## src/rtl/bch_corr_scheduler.sv

```systemverilog
`default_nettype none
// ============================================================================
// Module   : bch_corr_scheduler
// Brief    : Frame-level controller for the p32 BCH correction engine
//            (Euclidean + Chien, t=8, GF(2^13)). Ping-pong buffers syndrome
//            sets, sequences engine reset/start/syndrome feed, waits out the
//            fixed decode window, then streams captured error addresses.
// Revision : 1.0 - initial release
// ============================================================================
module bch_corr_scheduler #(
    parameter int NSYND   = 16,
    parameter int AW      = 13,
    parameter int T       = 8,
    parameter int WINDOW  = 600,
    parameter int RST_CYC = 2
) (
    input  logic          clk,
    input  logic          reset,
    // syndrome stage
    input  logic          synd_valid,
    input  logic [AW-1:0] synd_in,
    output logic          synd_ready,
    // correction engine
    output logic          corr_rstn,
    output logic          corr_start,
    output logic [AW-1:0] corr_gsynd,
    input  logic [3:0]    corr_serr,
    input  logic [AW-1:0] corr_aadd1,
    input  logic [AW-1:0] corr_aadd2,
    input  logic [AW-1:0] corr_aadd3,
    input  logic [AW-1:0] corr_aadd4,
    input  logic [AW-1:0] corr_aadd5,
    input  logic [AW-1:0] corr_aadd6,
    input  logic [AW-1:0] corr_aadd7,
    input  logic [AW-1:0] corr_aadd8,
    // bit-flip stage
    output logic          err_valid,
    output logic [AW-1:0] err_addr,
    output logic          err_last,
    input  logic          err_ready,
    // frame status
    output logic          frame_done,
    output logic [3:0]    frame_nerr,
    output logic          frame_fail
);

    localparam int SW   = (NSYND > 1)   ? $clog2(NSYND)   : 1;
    localparam int RW   = (WINDOW > 1)  ? $clog2(WINDOW)  : 1;
    localparam int KW   = (T > 1)       ? $clog2(T)       : 1;
    localparam int RSTW = (RST_CYC > 1) ? $clog2(RST_CYC) : 1;

    localparam logic [SW-1:0]   c_wcnt_last = SW'(NSYND - 1);
    localparam logic [RW-1:0]   c_run_last  = RW'(WINDOW - 1);
    localparam logic [RW-1:0]   c_nsynd_run = RW'(NSYND);
    localparam logic [RSTW-1:0] c_rst_last  = RSTW'(RST_CYC - 1);
    localparam logic [3:0]      c_t_max     = 4'(T);

    typedef enum logic [2:0] {
        S_IDLE    = 3'd0,
        S_ENG_RST = 3'd1,
        S_RUN     = 3'd2,
        S_OUT     = 3'd3,
        S_DONE    = 3'd4
    } state_t;

    // ------------------------------------------------------------------
    // Storage and state
    // ------------------------------------------------------------------
    logic [AW-1:0]   r_bank [2][NSYND];
    logic [1:0]      r_full;
    logic            r_fptr;
    logic            r_eptr;
    logic [SW-1:0]   r_wcnt;

    state_t          r_state;
    logic [RSTW-1:0] r_rst_cnt;
    logic [RW-1:0]   r_run_cnt;
    logic [KW-1:0]   r_k;
    logic [3:0]      r_last_k;
    logic [3:0]      r_nerr;
    logic [AW-1:0]   r_addr [T];

    logic            w_accept;
    logic            w_fill_last;
    logic            w_release;
    logic [RW-1:0]   w_run_nx;
    logic [KW-1:0]   w_k_nx;
    logic [AW-1:0]   w_gs_nx;
    logic [AW-1:0]   w_aadd [T];

    // Fill bank is writable whenever it is not holding a complete set.
    assign synd_ready  = ~reset & ~r_full[r_fptr];
    assign w_accept    = synd_valid & synd_ready;
    assign w_fill_last = w_accept & (r_wcnt == c_wcnt_last);

    // The engine bank is handed back on the last cycle of the decode window.
    assign w_release   = (r_state == S_RUN) && (r_run_cnt == c_run_last);

    assign w_run_nx    = r_run_cnt + 1'b1;
    assign w_k_nx      = r_k + 1'b1;

    assign w_aadd[0]   = corr_aadd1;
    assign w_aadd[1]   = corr_aadd2;
    assign w_aadd[2]   = corr_aadd3;
    assign w_aadd[3]   = corr_aadd4;
    assign w_aadd[4]   = corr_aadd5;
    assign w_aadd[5]   = corr_aadd6;
    assign w_aadd[6]   = corr_aadd7;
    assign w_aadd[7]   = corr_aadd8;

    // Syndrome word the engine must see in the following run cycle.
    always_comb begin
        w_gs_nx = '0;
        if (w_run_nx < c_nsynd_run) begin
            w_gs_nx = r_bank[r_eptr][w_run_nx[SW-1:0]];
        end
    end

    // Syndrome word storage; contents are only meaningful while marked full.
    always_ff @(posedge clk) begin
        if (w_accept) begin
            r_bank[r_fptr][r_wcnt] <= synd_in;
        end
    end

    // Fill-side word counter and bank pointer.
    always_ff @(posedge clk) begin
        if (reset) begin
            r_wcnt <= '0;
            r_fptr <= 1'b0;
        end else if (w_accept) begin
            r_wcnt <= w_fill_last ? '0 : r_wcnt + 1'b1;
            if (w_fill_last) begin
                r_fptr <= ~r_fptr;
            end
        end
    end

    // Bank full flags: set by the fill side, cleared by the engine side.
    // Fill and engine banks never coincide while both act, so no conflict.
    always_ff @(posedge clk) begin
        if (reset) begin
            r_full <= '0;
        end else begin
            for (int b = 0; b < 2; b++) begin
                if (w_fill_last && (r_fptr == 1'(b))) begin
                    r_full[b] <= 1'b1;
                end else if (w_release && (r_eptr == 1'(b))) begin
                    r_full[b] <= 1'b0;
                end
            end
        end
    end

    // Frame sequencer with registered engine, address-stream and status outputs.
    always_ff @(posedge clk) begin
        if (reset) begin
            r_state    <= S_IDLE;
            r_eptr     <= 1'b0;
            r_rst_cnt  <= '0;
            r_run_cnt  <= '0;
            r_k        <= '0;
            r_last_k   <= '0;
            r_nerr     <= '0;
            for (int i = 0; i < T; i++) begin
                r_addr[i] <= '0;
            end
            corr_rstn  <= 1'b0;
            corr_start <= 1'b0;
            corr_gsynd <= '0;
            err_valid  <= 1'b0;
            err_addr   <= '0;
            err_last   <= 1'b0;
            frame_done <= 1'b0;
            frame_nerr <= '0;
            frame_fail <= 1'b0;
        end else begin
            frame_done <= 1'b0;
            case (r_state)
                S_IDLE: begin
                    corr_rstn  <= 1'b0;
                    corr_start <= 1'b0;
                    if (r_full[r_eptr]) begin
                        r_rst_cnt <= '0;
                        r_state   <= S_ENG_RST;
                    end
                end

                S_ENG_RST: begin
                    if (r_rst_cnt == c_rst_last) begin
                        // Word 0 is presented in the first run cycle.
                        r_state    <= S_RUN;
                        r_run_cnt  <= '0;
                        corr_rstn  <= 1'b1;
                        corr_start <= 1'b1;
                        corr_gsynd <= r_bank[r_eptr][0];
                    end else begin
                        r_rst_cnt <= r_rst_cnt + 1'b1;
                    end
                end

                S_RUN: begin
                    if (w_release) begin
                        r_nerr <= corr_serr;
                        for (int i = 0; i < T; i++) begin
                            r_addr[i] <= w_aadd[i];
                        end
                        r_eptr     <= ~r_eptr;
                        r_run_cnt  <= '0;
                        corr_start <= 1'b0;
                        corr_rstn  <= 1'b0;
                        corr_gsynd <= '0;
                        if ((corr_serr != 4'd0) && (corr_serr <= c_t_max)) begin
                            r_state   <= S_OUT;
                            r_k       <= '0;
                            r_last_k  <= corr_serr - 4'd1;
                            err_valid <= 1'b1;
                            err_addr  <= w_aadd[0];
                            err_last  <= (corr_serr == 4'd1);
                        end else begin
                            // Zero errors or uncorrectable: no address beats.
                            r_state    <= S_DONE;
                            frame_done <= 1'b1;
                            frame_nerr <= corr_serr;
                            frame_fail <= (corr_serr > c_t_max);
                        end
                    end else begin
                        r_run_cnt  <= w_run_nx;
                        corr_gsynd <= w_gs_nx;
                    end
                end

                S_OUT: begin
                    // Beat fields only move on a completed handshake.
                    if (err_valid && err_ready) begin
                        if (err_last) begin
                            err_valid  <= 1'b0;
                            err_last   <= 1'b0;
                            err_addr   <= '0;
                            r_state    <= S_DONE;
                            frame_done <= 1'b1;
                            frame_nerr <= r_nerr;
                            frame_fail <= 1'b0;
                        end else begin
                            r_k      <= w_k_nx;
                            err_addr <= r_addr[w_k_nx];
                            err_last <= (4'(w_k_nx) == r_last_k);
                        end
                    end
                end

                S_DONE: begin
                    r_state <= S_IDLE;
                end

                default: begin
                    r_state <= S_IDLE;
                end
            endcase
        end
    end

endmodule
`default_nettype wire

```

## config.mk

```make
export PLATFORM = sky130hd
export DESIGN_NAME = bch_corr_scheduler
export DESIGN_NICKNAME = d
export VERILOG_FILES = /design/src/rtl/bch_corr_scheduler.sv
export SDC_FILE = /design/constraint.sdc
export NUM_CORES = 1
export LEC_CHECK = 0
export CORE_MARGIN = 5
export CORE_UTILIZATION = 28
export DETAILED_ROUTE_END_ITERATION = 8
export PLACE_DENSITY_LB_ADDON = 0.1
export SKIP_LAST_GASP = 1
export SYNTH_ARGS = -nofsm -noshare
export SYNTH_HDL_FRONTEND = slang
export SYNTH_SLANG_ARGS = --single-unit
```

## constraint.sdc

```tcl
create_clock -name clk -period 7.1 [get_ports clk]
set_input_delay 1.775 -clock clk [delete_from_list [all_inputs] [get_ports clk]]
set_output_delay 1.775 -clock clk [all_outputs]
set_load 0.02 [all_outputs]
```

* Word level (Yosys, flattened, before mapping)
Memories as Yosys holds them, arrays and structs flattened. A register that Yosys moved wholly into a read port is not among the register bits.
Index checks and enable logic that the tools add are counted.
** Word-level totals
- Register bits after elaboration :: 68
- Memory bits (writable) :: 520
- Word-level logic and storage cells :: 178
- Memories :: 2
** Operators by class
- $add $sub $neg :: 5
- $lt $le $gt $ge :: 8
- Equality and inequality tests :: 15
- Muxes and demuxes :: 85
- Bitwise gates (word level) :: 17
- Reductions and logical operators :: 27
** Memories
- r_bank :: words 2, bits a word 208, rd ports 1, clocked after Yosys merged registers in 1, write ports 1, RTL line 69 : logic [AW-1:0] r_bank [2][NSYND];
- r_addr :: words 8, bits a word 13, rd ports 1, clocked after Yosys merged registers in 0, write ports 8, RTL line 81 : logic [AW-1:0] r_addr [T];
** Operator list (count)
- 2-to-1 mux 13 bit :: 18
- 2-to-1 mux 208 bit :: 1
- binary-select mux 13 bit (select 4 bit) :: 1
- demux 13 bit (select 4 bit) :: 1
- one-hot mux 13 bit (2 select lines) :: 2
- 2-to-1 mux 1 bit :: 35
- 2-to-1 mux 3 bit :: 10
- 2-to-1 mux 10 bit :: 2
- 2-to-1 mux 4 bit :: 5
- one-hot mux 10 bit (2 select lines) :: 1
- AND reduction 5 bit :: 4
- inequality test 2 bit, second input constant :: 7
- one-hot mux 3 bit (4 select lines) :: 1
- adder 10 x 1 -> 10 bit, second input constant :: 1
- equality test 10 bit, second input constant :: 1
- greater-or-equal comparator 5 bit, second input constant :: 2
- < comparator 10 x 5 -> 1 bit, second input constant :: 1
- inverter 4 -> 5 bit :: 2
- one-hot mux 1 bit (2 select lines) :: 5
- nonzero test 2 bit :: 5
- logical AND 1 bit :: 8
- bitwise OR 1 bit :: 8
- one-hot mux 4 bit (2 select lines) :: 1
- AND reduction 2 bit :: 4
- other kinds (23) :: 31

* Depth between registers and ports, before layout
Gate-level depths: netlist of the first run.
- Word-level depth :: 8
- Mapped depth :: 10
- Mapped depth without buffers :: 7

* Worst setup path after synthesis of the first run
No wires, ideal clock.
- Path kind :: input to register
- From :: input port reset
- To :: memory r_addr[0][0] (enable)
- Arrival time :: 4.567 ns
- Data required time :: 6.634 ns
- Path slack :: 2.067 ns
- Stages on the path :: 4
- Path through :: clkbuf_1 inv_1 clkbuf_1 nand2_1
** RTL lines
- start: declaration :: RTL line 18 : input logic reset,
- end: declaration :: RTL line 81

* Final worst setup path of the first run
- From :: input port reset
- To :: output port synd_ready
** Between the ends
- Word-level cells in the longest chain between the ends :: 2
** Ends and longest elaborated chain
- inverter 1 bit :: RTL line 92 : assign synd_ready = ~reset & ~r_full[r_fptr];
- bitwise AND 1 bit :: RTL line 92
- end: declaration :: RTL line 22 : output logic synd_ready,
Every way passes these cells.

==> metrics, run 1 <==
run status=finished, final reports clean; max_slew headroom=a little over an eighth; PwrDens=around 260 mW/mm^2; share of Yosys cell area claimed by the top area cell type=64.2%; share of the clock period used by the worst path=roughly two thirds; Hold WC Path Type=flip-flop to flip-flop; worst hold slack after final layout=~0.45 ns; top_reg_cell synth=sky130_fd_sc_hd__edfxtp_1; commonest non-fill, non-tap cell in the layout=sky130_fd_sc_hd__edfxtp_1; first-pass iteration count of the detailed router=5; buffer depth of the longest clock path=3; average routed wire per standard cell=approximately 25 um; highest-count cells in the layout ignoring fill and taps=sky130_fd_sc_hd__edfxtp_1, sky130_fd_sc_hd__clkdlybuf4s50_1, sky130_fd_sc_hd__mux4_2; depth of the most critical reg-to-reg path=4; number of antenna violations at the first check in global routing=4; gr ovfl total=0; vias after detailed routing=13600; setup skew after layout=0.0266 ns; initial detailed-routing violation count=approximately 990; final hold violation count=0; startpoint of the tightest hold check path=r_nerr[1]; pin count of the biggest net entering global routing=~90; buffers added on ports=between 150 and 200; hold buffer count at CTS=0; first-pass GRT wire length=~100000 um; largest area contributor in the netlist=sky130_fd_sc_hd__edfxtp_1; Syn. warnings=0; number of nets produced by synthesis=1576; depth of the worst hold-timing path=2; CTS clk-pin slew, worst paths=roughly 0.060 ns; max-cap violations=0; number of nets with antenna violations after routing=0; Final GP Congestion=between 0.7 and 0.8; total number of H-tree levels=3; wirelength, routed=71200 um; via count of the first global-routing pass=14000; summed area of non-filler cells in the final layout=just under 0.03 mm^2; nets@finish=roughly 1800; detailed-route wire length on metal 1=between 30000 and 40000 um; pre-CTS setup slack=between 2 and 2.5 ns; clock tree root buffer cell=sky130_fd_sc_hd__clkbuf_16; Required @ worst endpoint=5.33 ns; per-instance average area after synthesis=16.9 um^2; type of element capturing the critical path=primary output; number of placement rows=between 100 and 150; max layer used=met5; Critical Path Start=reset; die outline height=305 um; sequential share of the synthesized area=a little over two thirds; maximum operating frequency=about 210 MHz; die area=just over 0.09 mm^2; number of synthesized register bits=between 500 and 600; mean number of vias per cell=between 4 and 5; CTS Sinks=just under 600; critical path type=input port to primary output; slack of the critical path=~2.4 ns; cells taking the most area after synthesis=sky130_fd_sc_hd__edfxtp_1, sky130_fd_sc_hd__mux4_2, sky130_fd_sc_hd__dfxtp_1; worst setup slack for register-to-register paths=around 3.2 ns; proportion of register bits with asynchronous set or reset after synthesis=0%; wire length on met3=4250 um; starting density of the core=approximately 28%; boundary pin count=162; number of gates given a new drive strength after cts=0; placed standard-cell area=about 0.027 mm^2; library cells used by synthesis=65; maximum ir drop on the vdd rail=~0.13 mV; count of flip-flops with a built-in enable after synthesis=520; Leak Pwr=around 0.009 uW; measured slew at the worst slew-check pin=around 1.3 ns; minimum clock period=roughly 4.7 ns; clock buffer count from CTS=72; die outline width=roughly 300 um; Syn Std Cell Area=roughly 0.024 mm^2; launch point of the worst reg-to-reg path=r_fptr; dpl hpwl=roughly 45000 um; Post-CTS Repair Setup Buffers=0; synthesis-to-layout area growth=21.5%; Final TNS setup=0 ns; Core Region=between 0.08 and 0.09 mm^2; Worst-Skew Late Latency=between 0.6 and 0.7 ns; DRC violations left=0; final setup vio count=0; total met2 wirelength after detailed routing=33400 um; Slew Viols, Final=0; maximum fanout encountered on the critical timing path=38; cell count after synthesis=around 1400; TritonCTS clock tree=done; setup repair after global routing missed its margin=no; Worst Setup Start Kind=input port; fraction of layout cells with a size suffix above 1=approximately 18%; data arrival time of the critical path=roughly 3 ns; Tot GR Track Use=about 15%
[Yosys cell counts (11+ instances only)]
library cell / number
sky130_fd_sc_hd__mux4_2: 115
sky130_fd_sc_hd__inv_1: 12
sky130_fd_sc_hd__nand3_1: 15
sky130_fd_sc_hd__dfxtp_1: 69
sky130_fd_sc_hd__nor2b_1: 31
sky130_fd_sc_hd__mux2i_1: 90
sky130_fd_sc_hd__buf_4: 11
sky130_fd_sc_hd__buf_2: 27
sky130_fd_sc_hd__o21ai_0: 36
sky130_fd_sc_hd__mux2_2: 13
sky130_fd_sc_hd__nor2_1: 70
sky130_fd_sc_hd__nor4_1: 11
sky130_fd_sc_hd__edfxtp_1: 520
sky130_fd_sc_hd__nand2_1: 37
sky130_fd_sc_hd__clkbuf_1: 46
sky130_fd_sc_hd__nor3_1: 38
sky130_fd_sc_hd__and2_1: 85
sky130_fd_sc_hd__a21oi_1: 57
[layout make-up]
type                            count  area [um^2]
Clock inverter                     38          438
Tap cell                         1155         1450
Antenna cell                        4         10.0
Fill cell                        8368        56900
Clock buffer                       92         1920
Inverter                           12         45.0
Multi-Input combinational cell    749         6910
Timing Repair Buffer              194         1800
Sequential cell                   589        17000
[kinds of logic after synthesis]
family          synth area share, %
buf+inv                        2.03
fa+ha+maj                     0.411
flops                          69.8
simple gates                   7.69
xor+xnor                      0.535
compound gates                 4.55
mux                            14.9
[power breakdown]
| group | leakage, uW | internal [uW] | switching [uW] | total (uW) |
|---|---|---|---|---|
| clock network | 0.00114 | 2150 | 1480 | 3630 |
| logic | 0.00261 | 80.2 | 118 | 198 |
| registers | 0.00536 | 3800 | 8.18 | 3810 |
[path summary, 6_finish.rpt]
check,to
max,synd_ready
max reg2reg,r_bank[0][174]
min reg2reg,r_nerr[1]
min,r_nerr[1]
[worst max-delay path, stage by stage]
cell	delay, ns
sky130_fd_sc_hd__buf_4	0.23
sky130_fd_sc_hd__nor2_1	0.25
sky130_fd_sc_hd__clkdlybuf4s50_1	0.65
[sequential cells by signal, indices dropped and copies added, names as in the netlist, 4 cells and up, named ones only]
name	flops
corr_gsynd	13
err_addr	13
frame_nerr	4
r_addr	104
r_bank	416
r_last_k	4
r_nerr	4
r_run_cnt	10
r_wcnt	4
[routing by layer]
metal	up-vias	GRT usage (%)
met5	-	0
li1	6056	-
met3	101	3.35
met2	381	24.1
met4	4	3.67
met1	7011	21.0
[through the flow]
step	power [uW]	utilization, %	instances
final	7630	34.2	2833
after CTS	7750	34.2	2829
after floorplan	3930	-	1443
after global placement	4080	31.5	2699
after detailed placement	4080	31.5	2699
after global routing	7920	34.2	2829
(Power assumes the default switching activity.)
==> inputs of run 2 (changes only) <==
==> constraint.sdc (replaced) <==
create_clock -name clk -period 4.12 [get_ports clk]
set_input_delay 1.03 -clock clk [delete_from_list [all_inputs] [get_ports clk]]
set_output_delay 1.03 -clock clk [all_outputs]
set_load 0.02 [all_outputs]
==> run 2 against run 1 <==
Against the previous run: critical path depth stayed put; hold slack worse by 0.0013 ns; core utilization is 0.12 points higher; sequential share of layout area is 0.20 points lower; die area stayed put; highest routed layer unchanged; power is 67% higher; combinational power is 75% higher; first-iteration DRC count is 10% lower; sequential power is 72% higher.
==> metrics, run 2 (synthesis gave the netlist of run 1 again) <==
run status=finished, final reports clean; vias after detailed routing=13600; gr ovfl total=0; sequence of cells on the critical path=mux2_2, nor2_1, clkdlybuf4s50_1; maximum fanout encountered on the critical timing path=14; type of element capturing the critical path=primary output; launch point of the worst reg-to-reg path=r_run_cnt[0]; measured slew at the worst slew-check pin=1.28 ns; largest registers in the final layout=r_bank: 416 flops, r_addr: 104 flops; Cell Count, Final, Fillers Out=between 2000 and 3000; Slowest-stage cell, CP=sky130_fd_sc_hd__dfxtp_1; final hold violation count=0; number of placed instances with taps included=between 2000 and 3000; first-pass GRT wire length=slightly above 100000 um; slack of the critical path=0.292 ns; CTS clk-pin slew, worst paths=0.06 ns; Final TNS setup=0 ns; commonest non-fill, non-tap cell in the layout=sky130_fd_sc_hd__edfxtp_1; Required @ worst endpoint=between 3 and 4 ns; Final GP Congestion=between 0.7 and 0.8; average routed wire per standard cell=~25 um; buffers added on ports=approximately 160; die area=between 0.09 and 0.1 mm^2; number of gates given a new drive strength after cts=0; CTS Sinks=589; first-pass iteration count of the detailed router=5; wirelength, routed=a little over 70000 um; number of antenna violations at the first check in global routing=2; antenna diode count=0; TritonCTS clock tree=done; Worst-Skew Late Latency=roughly 0.62 ns; max-cap violations=0; Post-CTS Repair Setup Buffers=0; final setup vio count=0; dpl hpwl=46300 um; share of the clock period used by the worst path=slightly above 90%; initial detailed-routing violation count=887; data arrival time of the critical path=about 2.8 ns; pre-CTS setup slack=roughly 0.66 ns; highest-count cells in the layout ignoring fill and taps=sky130_fd_sc_hd__edfxtp_1, sky130_fd_sc_hd__clkdlybuf4s50_1, sky130_fd_sc_hd__mux4_2; PwrDens=429 mW/mm^2; mean number of vias per cell=~4.8; Tot GR Track Use=between 15 and 20%; slowest stage delay, CP=about 0.9 ns; die outline height=approximately 300 um; maximum operating frequency=261 MHz; starting density of the core=about 28%; critical path type=flip-flop to primary output; setup repair after global routing missed its margin=no; total number of H-tree levels=3; nets@finish=1785; pin count of the biggest net entering global routing=79; startpoint of the tightest hold check path=r_nerr[2]; Slew Viols, Final=0; Critical Path Start=r_fptr; minimum clock period=~3.8 ns; die outline width=around 300 um; via count of the first global-routing pass=~14000; number of fill cells in the layout=around 8300; largest register by flop count=r_bank; Leak Pwr=just over 0.009 uW; hold buffer count at CTS=0; Hold WC Path Type=flip-flop to flip-flop; Core Region=around 0.086 mm^2; setup skew after layout=0.0289 ns; fraction of layout cells with a size suffix above 1=about a fifth; DRC violations left=0; max_slew headroom=14.9%; clock tree root buffer cell=sky130_fd_sc_hd__clkbuf_16; synthesis-to-layout area growth=22.0%; Worst Setup Start Kind=flip-flop; clock buffer count from CTS=70; Core Util, Final=about a third; maximum ir drop on the vdd rail=~0.23 mV; flip-flop count of the largest register, all copies and words added=416; number of nets with antenna violations after routing=0; buffer depth of the longest clock path=3; boundary pin count=~160; number of placement rows=108
run 2: cell types whose count changed in the layout (fill, tap and decap cells not counted), sizes merged:
cell,delta
bufinv,-4
clkinv,-5
clkdlybuf4s50,+3
inv,+2
clkbuf,+3
diode,-4
buf,+33
run 2: worst max-delay path: cells and delay by family (launching register included):
kind | cells | cell delay [ns]
DFF | 1 | 0.90
and+or+nand+nor | 1 | 0.19
muxes | 1 | 0.45
buffers and inverters | 1 | 0.65
run 2: power by group:
part / internal (uW) / switching, uW / leakage (uW) / total, uW
clock network: 3350 / 2490 / 0.00103 / 5840
logic: 146 / 200 / 0.00281 / 346
registers: 6540 / 14.5 / 0.00536 / 6560
total: 10000 / 2700 / 0.00920 / 12700
run 2: stage by stage:
stage	hold slack, ns	power (uW)	cell area, um^2
4_1_cts	0.450	13000	29700
3_5_place_dp	0.445	7040	27500
5_1_grt	0.489	13200	29700
3_3_place_gp	0.445	7040	27500
2_1_floorplan	0.431	6770	24300
6_report	0.451	12700	29700
run 2: metal layers:
metal  routed length [um]  track usage [%]  share of wire [%]  vias to the layer above
met2                34000             24.5                 47                      389
met4                 1810             4.22                2.5                        2
met5                   12                0              0.017                        -
met1                31400             20.1                 44                     7006
met3                 4520             4.19                6.3                      106
li1                     -                -                  -                     6120
run 2: final timing paths:
check	end	slack, ns	cells past startpoint
worst max-delay path	synd_ready	0.29	3
worst min-delay path	r_nerr[2]	0.45	2
worst max register to register	r_addr[4][4]	0.93	7
worst min register to register	r_nerr[2]	0.45	2
run 2: cell type report:
type	count	area [um^2]	area share (%)
Clock buffer	95	1880	6.32
Multi-Input combinational cell	749	6910	23.3
Tap cell	1155	1450	4.87
Sequential cell	589	17000	57.3
Timing Repair Buffer	230	2140	7.21
Inverter	12	45.0	0.152
Clock inverter	31	256	0.864
